File: src/rtl/branch_cond_unit.sv
// rtl/branch_cond_unit.sv - iterative MSB-first slice comparator producing branch taken/eq/lt
module branch_cond_unit #(
    parameter int WIDTH = 32,
    parameter int SLICE = 8
) (
    input  logic             clk,
    input  logic             reset,
    input  logic             flush,
    input  logic             req_valid,
    output logic             req_ready,
    input  logic [WIDTH-1:0] req_a,
    input  logic [WIDTH-1:0] req_b,
    input  logic [2:0]       req_op,
    output logic             resp_valid,
    input  logic             resp_ready,
    output logic             resp_taken,
    output logic             resp_eq,
    output logic             resp_lt,
    output logic             resp_illegal
);

    localparam int N  = WIDTH / SLICE;
    localparam int IW = (N > 1) ? $clog2(N) : 1;

    typedef enum logic [1:0] {
        S_IDLE,
        S_EVAL,
        S_DONE
    } state_t;

    state_t           state_q, state_d;
    logic [IW-1:0]    idx_q, idx_d;
    logic [WIDTH-1:0] a_q, a_d;
    logic [WIDTH-1:0] b_q, b_d;
    logic [2:0]       op_q, op_d;
    logic             illegal_q, illegal_d;
    logic             eq_q, eq_d;
    logic             lt_q, lt_d;
    logic             taken_q, taken_d;

    logic [SLICE-1:0] slice_a, slice_b;
    logic             slice_lt;
    logic             accept;

    // Branch condition from the final compare flags; illegal opcodes never branch.
    function automatic logic taken_of(input logic [2:0] op, input logic eq, input logic lt);
        case (op)
            3'b000:  taken_of = eq;
            3'b001:  taken_of = !eq;
            3'b010:  taken_of = lt | eq;
            3'b011:  taken_of = !lt & !eq;
            3'b100:  taken_of = lt;
            3'b101:  taken_of = !lt;
            default: taken_of = 1'b0;
        endcase
    endfunction

    assign req_ready    = (state_q == S_IDLE) && reset;
    assign resp_valid   = (state_q == S_DONE);
    assign resp_taken   = taken_q;
    assign resp_eq      = eq_q;
    assign resp_lt      = lt_q;
    assign resp_illegal = illegal_q;
    assign accept       = req_valid && req_ready && !flush;

    // Select the current slice (MSB first); only the top slice carries the sign.
    always_comb begin
        slice_a  = a_q[(N - int'(idx_q)) * SLICE - 1 -: SLICE];
        slice_b  = b_q[(N - int'(idx_q)) * SLICE - 1 -: SLICE];
        slice_lt = (idx_q == '0) ? ($signed(slice_a) < $signed(slice_b)) : (slice_a < slice_b);
    end

    // Next-state and result-register logic; flush forces IDLE and blocks acceptance.
    always_comb begin
        state_d   = state_q;
        idx_d     = idx_q;
        a_d       = a_q;
        b_d       = b_q;
        op_d      = op_q;
        illegal_d = illegal_q;
        eq_d      = eq_q;
        lt_d      = lt_q;
        taken_d   = taken_q;
        case (state_q)
            S_IDLE: begin
                if (accept) begin
                    a_d       = req_a;
                    // Only beq/bne compare against rt; the rest compare against zero.
                    b_d       = (req_op[2:1] == 2'b00) ? req_b : '0;
                    op_d      = req_op;
                    idx_d     = '0;
                    illegal_d = (req_op[2:1] == 2'b11);
                    state_d   = S_EVAL;
                end
            end
            S_EVAL: begin
                if (slice_a != slice_b) begin
                    eq_d    = 1'b0;
                    lt_d    = slice_lt;
                    taken_d = taken_of(op_q, 1'b0, slice_lt);
                    state_d = S_DONE;
                end else if (idx_q == IW'(N - 1)) begin
                    eq_d    = 1'b1;
                    lt_d    = 1'b0;
                    taken_d = taken_of(op_q, 1'b1, 1'b0);
                    state_d = S_DONE;
                end else begin
                    idx_d = idx_q + IW'(1);
                end
            end
            S_DONE: begin
                if (resp_ready) begin
                    state_d = S_IDLE;
                end
            end
            default: state_d = S_IDLE;
        endcase
        if (flush) begin
            state_d = S_IDLE;
        end
    end

    // State and operand registers with synchronous active-low reset.
    always_ff @(posedge clk) begin
        if (!reset) begin
            state_q   <= S_IDLE;
            idx_q     <= '0;
            a_q       <= '0;
            b_q       <= '0;
            op_q      <= '0;
            illegal_q <= 1'b0;
            eq_q      <= 1'b0;
            lt_q      <= 1'b0;
            taken_q   <= 1'b0;
        end else begin
            state_q   <= state_d;
            idx_q     <= idx_d;
            a_q       <= a_d;
            b_q       <= b_d;
            op_q      <= op_d;
            illegal_q <= illegal_d;
            eq_q      <= eq_d;
            lt_q      <= lt_d;
            taken_q   <= taken_d;
        end
    end

endmodule

File: config.mk
export PLATFORM = sky130hd
export DESIGN_NAME = branch_cond_unit
export DESIGN_NICKNAME = d
export VERILOG_FILES = /design/src/rtl/branch_cond_unit.sv
export SDC_FILE = /design/constraint.sdc
export NUM_CORES = 1
export LEC_CHECK = 0
export ABC_AREA = 1
export ABC_CLOCK_PERIOD_IN_PS = 3100
export CORE_MARGIN = 5
export CORE_UTILIZATION = 44
export DETAILED_ROUTE_END_ITERATION = 7
export GPL_TIMING_DRIVEN = 0
export HOLD_SLACK_MARGIN = 0.02
export PLACE_DENSITY = 0.73
export RECOVER_POWER = 100
export SYNTH_ARGS = -nofsm -noshare
export SYNTH_HDL_FRONTEND = slang
export SYNTH_SLANG_ARGS = --single-unit
File: constraint.sdc
create_clock -name clk -period 3.1 [get_ports clk]
set_input_delay 0.31 -clock clk [delete_from_list [all_inputs] [get_ports clk]]
set_output_delay 0.31 -clock clk [all_outputs]
set_load 0.05 [all_outputs]
==> results_tabular.tex, run 1 <==
\begin{tabular}{lr}
\hline
Metric & Value \\
\hline
\multicolumn{2}{l}{\textbf{Outcome}} \\
\quad Result of the run & completed \\
\multicolumn{2}{l}{\textbf{Power and ir drop}} \\
\quad Leakage & 1.78 nW \\
\quad Power density normalized to cell area & 483 nW/um\^{}2 \\
\quad Post-route total power & 2.28 mW \\
\quad Peak VDD IR & 235 uV \\
\multicolumn{2}{l}{\textbf{Drt}} \\
\quad Initial DRC Count & 225 \\
\quad Post-detailed-route DRC marker count & 0 \\
\quad Routed wirelength normalized by instance count & 15.8 um \\
\quad Total Routed Length & 10,500 um \\
\quad Total via count after detailed routing & 3,571 \\
\quad Number of optimization iterations in the first detailed-route pass & 5 \\
\quad Number of nets still failing antenna checks after routing & 0 \\
\quad Via-to-Cell Ratio & 5.37 \\
\multicolumn{2}{l}{\textbf{GRT}} \\
\quad First-pass GRT wire length & 16,900 um \\
\quad Aggregate global routing overflow & 0 \\
\quad Pin count of the biggest net entering global routing & 14 \\
\quad GRT Overall Usage & 21.1\% \\
\quad Via count of the first global-routing pass & 3,542 \\
\quad Initial antenna violation count & 0 \\
\multicolumn{2}{l}{\textbf{STA}} \\
\quad Final-report hold violation count & 0 \\
\quad Setup violations, final & 0 \\
\quad Worst Tran Pin Value & 0.553 ns \\
\quad Maximum clock frequency & 336 MHz \\
\quad Time the worst path needs with I/O delays and setup & 2.97 ns \\
\quad Post-route clock period utilization & 95.9\% \\
\quad Worst max-slew margin expressed relative to the limit & 63.1\% \\
\quad Max-slew violation count & 0 \\
\quad Setup clock skew after layout & 0.00821 ns \\
\quad Setup Total Neg Slack & 0 ns \\
\quad Hold slack & 0.459 ns \\
\multicolumn{2}{l}{\textbf{Yosys}} \\
\quad Fraction of registers with async set/reset & 0\% \\
\quad Unique cell type count in the Yosys netlist & 31 \\
\quad Count of flip-flops with a built-in enable after synthesis & 0 \\
\quad Post-synthesis mux area share & 0\% \\
\quad Simple logic cell fraction of the synthesized area & 19.5\% \\
\quad Synthesis Warnings & 0 \\
\quad Post-synth top area cell & sky130\_fd\_sc\_hd\_\_dfxtp\_1 \\
\quad Dominant combinational cell family by area after synthesis & compound AO/OA/AOI/OAI gates \\
\quad Number of flip-flops and latches in the synthesized netlist & 75 \\
\quad Share of synthesized cell area in full adder, half adder and majority cells & 3.56\% \\
\quad Sequential fraction of the synthesis area & 42.7\% \\
\quad Area share of the leading cell type in the synthesized netlist & 42.7\% \\
\quad Synthesized area per cell & 7.55 sq um \\
\quad Syn Nets & 548 \\
\quad Largest cells by area after synthesis & sky130\_fd\_sc\_hd\_\_dfxtp\_1, sky130\_fd\_sc\_hd\_\_nor2\_1, sky130\_fd\_sc\_hd\_\_a21oi\_1 \\
\quad Number of instances in the synthesized netlist & 466 \\
\quad Post-synthesis compound-gate area fraction & 25.2\% \\
\quad Post-Syn Area & 3520 sq um \\
\quad Flip-flop cell with the highest count after synthesis & sky130\_fd\_sc\_hd\_\_dfxtp\_1 \\
\quad Post-synthesis share of cell area spent on xor and xnor gates & 0\% \\
\multicolumn{2}{l}{\textbf{Floorplanning}} \\
\quad Die Ht & 99.4 um \\
\quad Core area & 7770 sq um \\
\quad Initial standard-cell utilization of the core & 45.3\% \\
\quad Number of I/O pins & 78 \\
\quad FP Rows & 32 \\
\quad Area of the die & 9880 sq um \\
\quad Horiz. Die Dim & 99.4 um \\
\multicolumn{2}{l}{\textbf{Placement}} \\
\quad Final estimated routing congestion in global placement & 0.971 \\
\quad Placed wire-length estimate & 7580 um \\
\quad Port buffer count & 77 \\
\multicolumn{2}{l}{\textbf{Setup path}} \\
\quad CP top delay family & simple AND/OR/NAND/NOR gates \\
\quad Worst flop-to-flop path startpoint & idx\_q[0]\$\_SDFFE\_PN0P\_ \\
\quad Crit Path Max Fanout & 10 \\
\quad Data arrival time of the critical path & 3.22 ns \\
\quad Capturing point of the worst reg2reg path & resp\_taken\$\_SDFFE\_PN0P\_ \\
\quad FF-to-FF setup slack & 0.13 ns \\
\quad CP startpoint & idx\_q[0]\$\_SDFFE\_PN0P\_ \\
\quad Delay contributed by the slowest stage of the critical path & 0.36 ns \\
\quad End of the critical path & resp\_taken\$\_SDFFE\_PN0P\_ \\
\quad Critical Path Stages & 22 \\
\quad Critical path capture point type & register \\
\quad Required time of the critical path & 3.34 ns \\
\quad Kind of launch point of the worst setup path & register \\
\quad Crit-path most repeated cell & sky130\_fd\_sc\_hd\_\_nand2\_1 \\
\quad Standard cell with the maximum stage delay on the critical path & sky130\_fd\_sc\_hd\_\_ha\_1 \\
\quad Path type of the worst setup path & register to register \\
\quad Cells traversed along the worst timing path & buf\_6 > inv\_6 > buf\_8 > ha\_4 > or2\_1 > buf\_6 > buf\_6 > o22ai\_2 > a22oi\_1 > ha\_1 > nand2\_1 > nand2\_1 > nand2\_1 > nand2\_1 > nand2\_1 > nand2\_1 > nand2\_1 > nand2\_1 > nand2\_1 > nand3\_1 > nand2\_1 > a21oi\_1 \\
\quad Worst Reg2Reg Path Length in Cells & 22 \\
\quad Buffers \& Inverters on Critical Path & 5 \\
\multicolumn{2}{l}{\textbf{CTS}} \\
\quad Clock buffer count from CTS & 9 \\
\quad Clk sink count & 75 \\
\quad Number of levels the H-tree was split into & 3 \\
\quad Hold buffer count at CTS & 0 \\
\quad Register clock-pin slew on the reported worst setup and hold paths & 0.08 ns \\
\quad Root buffer cell & sky130\_fd\_sc\_hd\_\_clkbuf\_8 \\
\quad Insertion delay to the later sink of the worst-skew pair & 0.35 ns \\
\quad TritonCTS clock tree & built \\
\quad CTS Buffer Depth & 2 \\
\multicolumn{2}{l}{\textbf{Finish}} \\
\quad Number of diodes added for antenna fixing & 0 \\
\quad Total of fill cells in the finished design & 717 \\
\quad Count of nets after finishing & 640 \\
\quad Share of cells above drive strength 1 & 10.3\% \\
\quad Area grow syn2layout & 34.3\% \\
\multicolumn{2}{l}{\textbf{Worst hold path}} \\
\quad Classification of the worst-slack hold path & register to register \\
\quad Hold Path Depth & 2 \\
\multicolumn{2}{l}{\textbf{Run}} \\
\quad Max-cap violations & 0 \\
\hline
\end{tabular}
-- how the worst min path moves through the flow --
stage / slack (ns) / from / end
6_report: 0.46 / a_q[2]$_SDFFE_PN0P_ / a_q[2]$_SDFFE_PN0P_
4_1_cts: 0.46 / a_q[2]$_SDFFE_PN0P_ / a_q[2]$_SDFFE_PN0P_
3_5_place_dp: 0.45 / a_q[2]$_SDFFE_PN0P_ / a_q[2]$_SDFFE_PN0P_
2_1_floorplan: 0.43 / a_q[3]$_SDFFE_PN0P_ / a_q[3]$_SDFFE_PN0P_
5_1_grt: 0.48 / a_q[4]$_SDFFE_PN0P_ / a_q[4]$_SDFFE_PN0P_
3_3_place_gp: 0.44 / a_q[2]$_SDFFE_PN0P_ / a_q[2]$_SDFFE_PN0P_
-- state kept, by name, indices dropped and copies added (netlist names) --
signal	count
a_q	32
b_q	32
idx_q	2
op_q	3
resp_eq	1
resp_illegal	1
resp_lt	1
resp_taken	1
state_q	2
-- worst reg2reg max path: cells and delay by family, from the launching register on --
family | cells | cell delay [ns]
and+or+nand+nor | 12 | 0.96
buffers and inverters | 5 | 0.66
adders and majority gates | 2 | 0.61
DFF | 1 | 0.33
AOI/OAI and AO/OA | 3 | 0.29
-- routing by layer --
layer / GRT usage, % / share of wire [%]
met4: 9.24 / 2.6
met1: 27.2 / 43
met3: 4.91 / 7.6
met5: 0 / 0
met2: 33.8 / 47
-- power breakdown --
part / switching, mW / leakage (nW) / internal [mW] / total (mW)
Clock: 0.372 / 0.106 / 0.455 / 0.826
Sequential: 0.0179 / 0.610 / 0.999 / 1.02
Combinational: 0.241 / 1.06 / 0.200 / 0.441
Total: 0.630 / 1.78 / 1.65 / 2.28
-- layout by cell type, fill, tap and decap left out, types with 9 or more instances in the layout --
cell,count
sky130_fd_sc_hd__dfxtp_1,74
sky130_fd_sc_hd__nand2_1,45
sky130_fd_sc_hd__clkbuf_1,24
sky130_fd_sc_hd__o21ai_0,51
sky130_fd_sc_hd__clkbuf_8,9
sky130_fd_sc_hd__o22ai_1,9
sky130_fd_sc_hd__clkdlybuf4s50_1,71
sky130_fd_sc_hd__inv_1,32
sky130_fd_sc_hd__nand3_1,34
sky130_fd_sc_hd__a21oi_1,51
sky130_fd_sc_hd__ha_1,9
sky130_fd_sc_hd__nor2_1,71
-- Yosys cell counts, types with 4 or more instances --
cell and number:
sky130_fd_sc_hd__ha_1 10, sky130_fd_sc_hd__a211oi_2 5, sky130_fd_sc_hd__o21ai_0 51, sky130_fd_sc_hd__nor2_1 72, sky130_fd_sc_hd__buf_2 13, sky130_fd_sc_hd__dfxtp_1 75, sky130_fd_sc_hd__clkbuf_1 15, sky130_fd_sc_hd__a211oi_1 4
sky130_fd_sc_hd__a22oi_1 8, sky130_fd_sc_hd__inv_1 31, sky130_fd_sc_hd__nand3_1 34, sky130_fd_sc_hd__buf_6 4, sky130_fd_sc_hd__nand2_1 47, sky130_fd_sc_hd__inv_2 5, sky130_fd_sc_hd__a22o_1 8, sky130_fd_sc_hd__a21oi_1 52
sky130_fd_sc_hd__o22ai_1 14
-- repair_timing --
| action | CTS | global route |
|---|---|---|
| pin swaps | 4 | 2 |
| endpoints found under the setup margin | 7 | 5 |
| buffers inserted | 4 | 1 |
| resized for setup | 14 | 9 |
-- through the flow --
stage                     utilization (%)  std cells  cell area, sq um  setup WS, ns
after floorplan                         -        466              3520         0.168
after global placement               56.8        645              4420        -0.310
after detailed placement             56.8        645              4420        -0.433
after CTS                            60.8        664              4720        0.0940
after global routing                 60.8        665              4720       -0.0258
final                                60.8        665              4720         0.126
-- layout make-up --
type | count | area [sq um] | share of cell area [%]
timing repair buffer | 82 | 808 | 17.1
inverter | 37 | 144 | 3.05
clock inverter | 6 | 90.1 | 1.91
buffer | 33 | 165 | 3.50
multi-input combinational | 320 | 1760 | 37.2
sequential | 75 | 1500 | 31.8
tap | 102 | 128 | 2.70
clock buffer | 10 | 128 | 2.70
-- kinds of logic (layout without fill, tap and decap cells) --
group                    Yosys count  after routing
flip-flops                        75             75
AO/OA/AOI/OAI                    149            149
AND/OR/NAND/NOR                  161            161
buffers and inverters             71            168
adder cells (fa/ha/maj)           10             10
Power figures use the tool's default switching activity.
==> run 2: changes to the inputs <==
--- a/config.mk
+++ b/config.mk
@@ -6,13 +6,13 @@
 export NUM_CORES = 1
 export LEC_CHECK = 0
 export ABC_AREA = 1
-export ABC_CLOCK_PERIOD_IN_PS = 3100
+export ABC_CLOCK_PERIOD_IN_PS = 3900
 export CORE_MARGIN = 5
 export CORE_UTILIZATION = 44
 export DETAILED_ROUTE_END_ITERATION = 7
 export GPL_TIMING_DRIVEN = 0
 export HOLD_SLACK_MARGIN = 0.02
-export PLACE_DENSITY = 0.73
+export PLACE_DENSITY = 0.7
 export RECOVER_POWER = 100
 export SYNTH_ARGS = -nofsm -noshare
 export SYNTH_HDL_FRONTEND = slang
==> constraint.sdc (replaced) <==
create_clock -name clk -period 3.9 [get_ports clk]
set_input_delay 0.39 -clock clk [delete_from_list [all_inputs] [get_ports clk]]
set_output_delay 0.39 -clock clk [all_outputs]
set_load 0.05 [all_outputs]
==> run 2 against run 1 <==
  * Global-route usage decreased by 1.0 points
  * Via count shrank 3.6%
  * Cell area fell by 3.5%
  * Worst setup slack improved by 0.26 ns
  * Non-clock buffer count shrank 4
  * Critical endpoint is now idx_q[1]$_SDFFE_PN0P_
==> results_tabular.tex, run 2 (synthesis results as in run 1) <==
\begin{tabular}{lr}
\hline
Metric & Value \\
\hline
\multicolumn{2}{l}{\textbf{Outcome}} \\
\quad Result of the run & completed \\
\multicolumn{2}{l}{\textbf{Finish}} \\
\quad Area used by multi-input combinational logic & 1680 sq um (-4.5\%) \\
\quad Total of fill cells in the finished design & 769 (+7.3\%) \\
\quad Number of diodes added for antenna fixing & 0 (unchanged) \\
\quad Finished Core Util & 58.7\% (-2.1 points) \\
\quad Layout Cell Area excl Fill & 4560 sq um (-3.5\%) \\
\quad Count of nets after finishing & 636 (-0.63\%) \\
\quad Regs by FF count & a\_q x32, b\_q x32, op\_q x3 \\
\quad Filler-free cell count of the finished design & 660 (-0.75\%) \\
\quad Area grow syn2layout & 29.6\% \\
\quad Leading cell type in the layout, fill and taps excluded & sky130\_fd\_sc\_hd\_\_dfxtp\_1 \\
\quad Storage element area & 1500 sq um (about the same) \\
\quad Top library cells by usage in the layout, fill and taps aside & sky130\_fd\_sc\_hd\_\_dfxtp\_1, sky130\_fd\_sc\_hd\_\_nor2\_1, sky130\_fd\_sc\_hd\_\_clkdlybuf4s50\_1 \\
\quad Share of cells above drive strength 1 & 6.99\% (-3.3 points) \\
\multicolumn{2}{l}{\textbf{CTS}} \\
\quad Post-CTS setup buffer count & 0 (-4) \\
\quad Number of gates given a new drive strength after cts & 0 (-14) \\
\quad Clk sink count & 75 (unchanged) \\
\quad Clock buffer count from CTS & 9 (unchanged) \\
\quad TritonCTS clock tree & built \\
\quad Number of levels the H-tree was split into & 3 (unchanged) \\
\quad Root buffer cell & sky130\_fd\_sc\_hd\_\_clkbuf\_8 \\
\quad Register clock-pin slew on the reported worst setup and hold paths & 0.08 ns (about the same) \\
\quad CTS Buffer Depth & 2 (unchanged) \\
\quad Insertion delay to the later sink of the worst-skew pair & 0.35 ns (about the same) \\
\quad Hold buffer count at CTS & 0 (unchanged) \\
\multicolumn{2}{l}{\textbf{Floorplanning}} \\
\quad FP Rows & 32 (unchanged) \\
\quad Core area & 7770 sq um (unchanged) \\
\quad Area of the die & 9880 sq um (unchanged) \\
\quad Die Ht & 99.4 um (unchanged) \\
\quad Horiz. Die Dim & 99.4 um (unchanged) \\
\quad Number of I/O pins & 78 (unchanged) \\
\quad Initial standard-cell utilization of the core & 45.3\% (unchanged) \\
\multicolumn{2}{l}{\textbf{Setup path}} \\
\quad Critical path capture point type & register \\
\quad CP top delay family & simple AND/OR/NAND/NOR gates \\
\quad Data arrival time of the critical path & 3.74 ns (+0.52 ns) \\
\quad Delay contributed by the slowest stage of the critical path & 0.41 ns (+0.05 ns) \\
\quad Path type of the worst setup path & register to register \\
\quad Required time of the critical path & 4.12 ns (+0.78 ns) \\
\quad Kind of launch point of the worst setup path & register \\
\quad Crit Path Max Fanout & 10 (unchanged) \\
\quad FF-to-FF setup slack & 0.38 ns (+0.26 ns) \\
\quad Worst flop-to-flop path startpoint & idx\_q[0]\$\_SDFFE\_PN0P\_ \\
\quad Cells traversed along the worst timing path & buf\_6 > inv\_4 > buf\_2 > ha\_1 > clkbuf\_2 > nor3\_2 > buf\_2 > a22oi\_1 > ha\_1 > nand2\_1 > nor2\_2 > nand4\_2 > nor2\_1 > a21oi\_2 > a21oi\_1 > a211oi\_2 \\
\quad Worst Reg2Reg Path Length in Cells & 16 (-27\%) \\
\quad CP startpoint & idx\_q[0]\$\_SDFFE\_PN0P\_ \\
\quad Standard cell with the maximum stage delay on the critical path & sky130\_fd\_sc\_hd\_\_nor3\_2 \\
\quad Capturing point of the worst reg2reg path & idx\_q[1]\$\_SDFFE\_PN0P\_ \\
\quad Buffers \& Inverters on Critical Path & 5 (unchanged) \\
\multicolumn{2}{l}{\textbf{STA}} \\
\quad Worst max-slew margin expressed relative to the limit & 60.7\% (-2.4 points) \\
\quad Hold slack & 0.462 ns (+0.00273 ns) \\
\quad Setup Total Neg Slack & 0 ns (unchanged) \\
\quad Worst Tran Pin Value & 0.589 ns (+0.0360 ns) \\
\quad Post-route clock period utilization & 90.2\% (-5.8 points) \\
\quad Maximum clock frequency & 284 MHz (-15\%) \\
\quad Final-report hold violation count & 0 (unchanged) \\
\quad Setup clock skew after layout & 0.00551 ns (-0.00270 ns) \\
\quad Time the worst path needs with I/O delays and setup & 3.52 ns (+0.543 ns) \\
\quad Setup repair after global routing missed its margin & no \\
\quad Setup violations, final & 0 (unchanged) \\
\quad Worst-case setup margin in the final layout & 0.384 ns (+0.257 ns) \\
\quad Max-slew violation count & 0 (unchanged) \\
\multicolumn{2}{l}{\textbf{GRT}} \\
\quad Met3 routing resource usage after global routing & 5.54\% (+0.63 points) \\
\quad Via count of the first global-routing pass & 3,421 (-3.4\%) \\
\quad Aggregate global routing overflow & 0 (unchanged) \\
\quad Global routing's busiest layer & met2 \\
\quad Pin count of the biggest net entering global routing & 13 (-1) \\
\quad First-pass GRT wire length & 15,900 um (-6.1\%) \\
\quad Initial antenna violation count & 0 (unchanged) \\
\quad Met1 Track Usage GR & 26.0\% (-1.1 points) \\
\quad GRT Overall Usage & 20.1\% (-1.0 points) \\
\quad Met2 Track Usage GR & 32.3\% (-1.5 points) \\
\multicolumn{2}{l}{\textbf{Drt}} \\
\quad Initial DRC Count & 125 (-44\%) \\
\quad Number of nets still failing antenna checks after routing & 0 (unchanged) \\
\quad Total Routed Length & 9720 um (-7.5\%) \\
\quad Via-to-Cell Ratio & 5.22 (-2.9\%) \\
\quad Number of optimization iterations in the first detailed-route pass & 4 (-1) \\
\quad Routed wirelength normalized by instance count & 14.7 um (-6.8\%) \\
\quad Total via count after detailed routing & 3,442 (-3.6\%) \\
\quad Post-detailed-route DRC marker count & 0 (unchanged) \\
\multicolumn{2}{l}{\textbf{Worst hold path}} \\
\quad Hold Path End & a\_q[4]\$\_SDFFE\_PN0P\_ \\
\quad Classification of the worst-slack hold path & register to register \\
\quad Critical hold path startpoint & a\_q[4]\$\_SDFFE\_PN0P\_ \\
\quad Hold Path Depth & 2 (unchanged) \\
\multicolumn{2}{l}{\textbf{Placement}} \\
\quad Dpl cell area & 4420 sq um (unchanged) \\
\quad Pre-CTS setup slack & 0.424 ns (+0.857 ns) \\
\quad Port buffer count & 77 (unchanged) \\
\quad Placed wire-length estimate & 7440 um (-1.8\%) \\
\quad Placed Instances & 645 (unchanged) \\
\quad Final estimated routing congestion in global placement & 0.904 (-6.9\%) \\
\multicolumn{2}{l}{\textbf{Power and ir drop}} \\
\quad Peak VDD IR & 214 uV (-8.8\%) \\
\quad Power density normalized to cell area & 365 nW/um\^{}2 (-24\%) \\
\quad Post-route total power & 1.66 mW (-27\%) \\
\quad Leakage & 1.71 nW (-3.7\%) \\
\multicolumn{2}{l}{\textbf{Run}} \\
\quad Max-cap violations & 0 (unchanged) \\
\hline
\end{tabular}
## run 2: worst max path at each step
stage	end	slack, ns	depth (start not counted)
6_report	idx_q[1]$_SDFFE_PN0P_	0.38	16
5_1_grt	resp_lt$_SDFFE_PN0P_	0.05	18
4_1_cts	idx_q[1]$_SDFFE_PN0P_	0.40	17
3_5_place_dp	resp_taken$_SDFFE_PN0P_	0.42	17
3_3_place_gp	resp_eq$_SDFFE_PN0P_	0.49	16
2_1_floorplan	idx_q[1]$_SDFFE_PN0P_	0.97	18
## run 2: area by class of cell
type                            instances  area share (%)
Tap cell                              102            2.80
Inverter                               37            3.10
Timing Repair Buffer                   77            16.9
Multi-Input combinational cell        320            36.9
Sequential cell                        75            32.9
Clock inverter                          4           0.576
Buffer                                 34            3.49
Clock buffer                           11            3.32
## run 2: metal layers
metal	wire [um]	share of wire, %	up-vias
met2	4410	45	87
li1	-	-	1758
met5	0	0	-
met4	178	1.8	0
met3	562	5.8	15
met1	4570	47	1582
## run 2: power breakdown
part	leakage (nW)	internal, mW	switching, mW
Combinational	1.01	0.137	0.171
Clock	0.0912	0.261	0.288
Sequential	0.610	0.794	0.0135
Total	1.71	1.19	0.473
## run 2: worst min-delay path: stages (launching register included)
cell and delay (ns):
sky130_fd_sc_hd__dfxtp_1 0.30, sky130_fd_sc_hd__inv_1 0.06, sky130_fd_sc_hd__a21oi_1 0.06
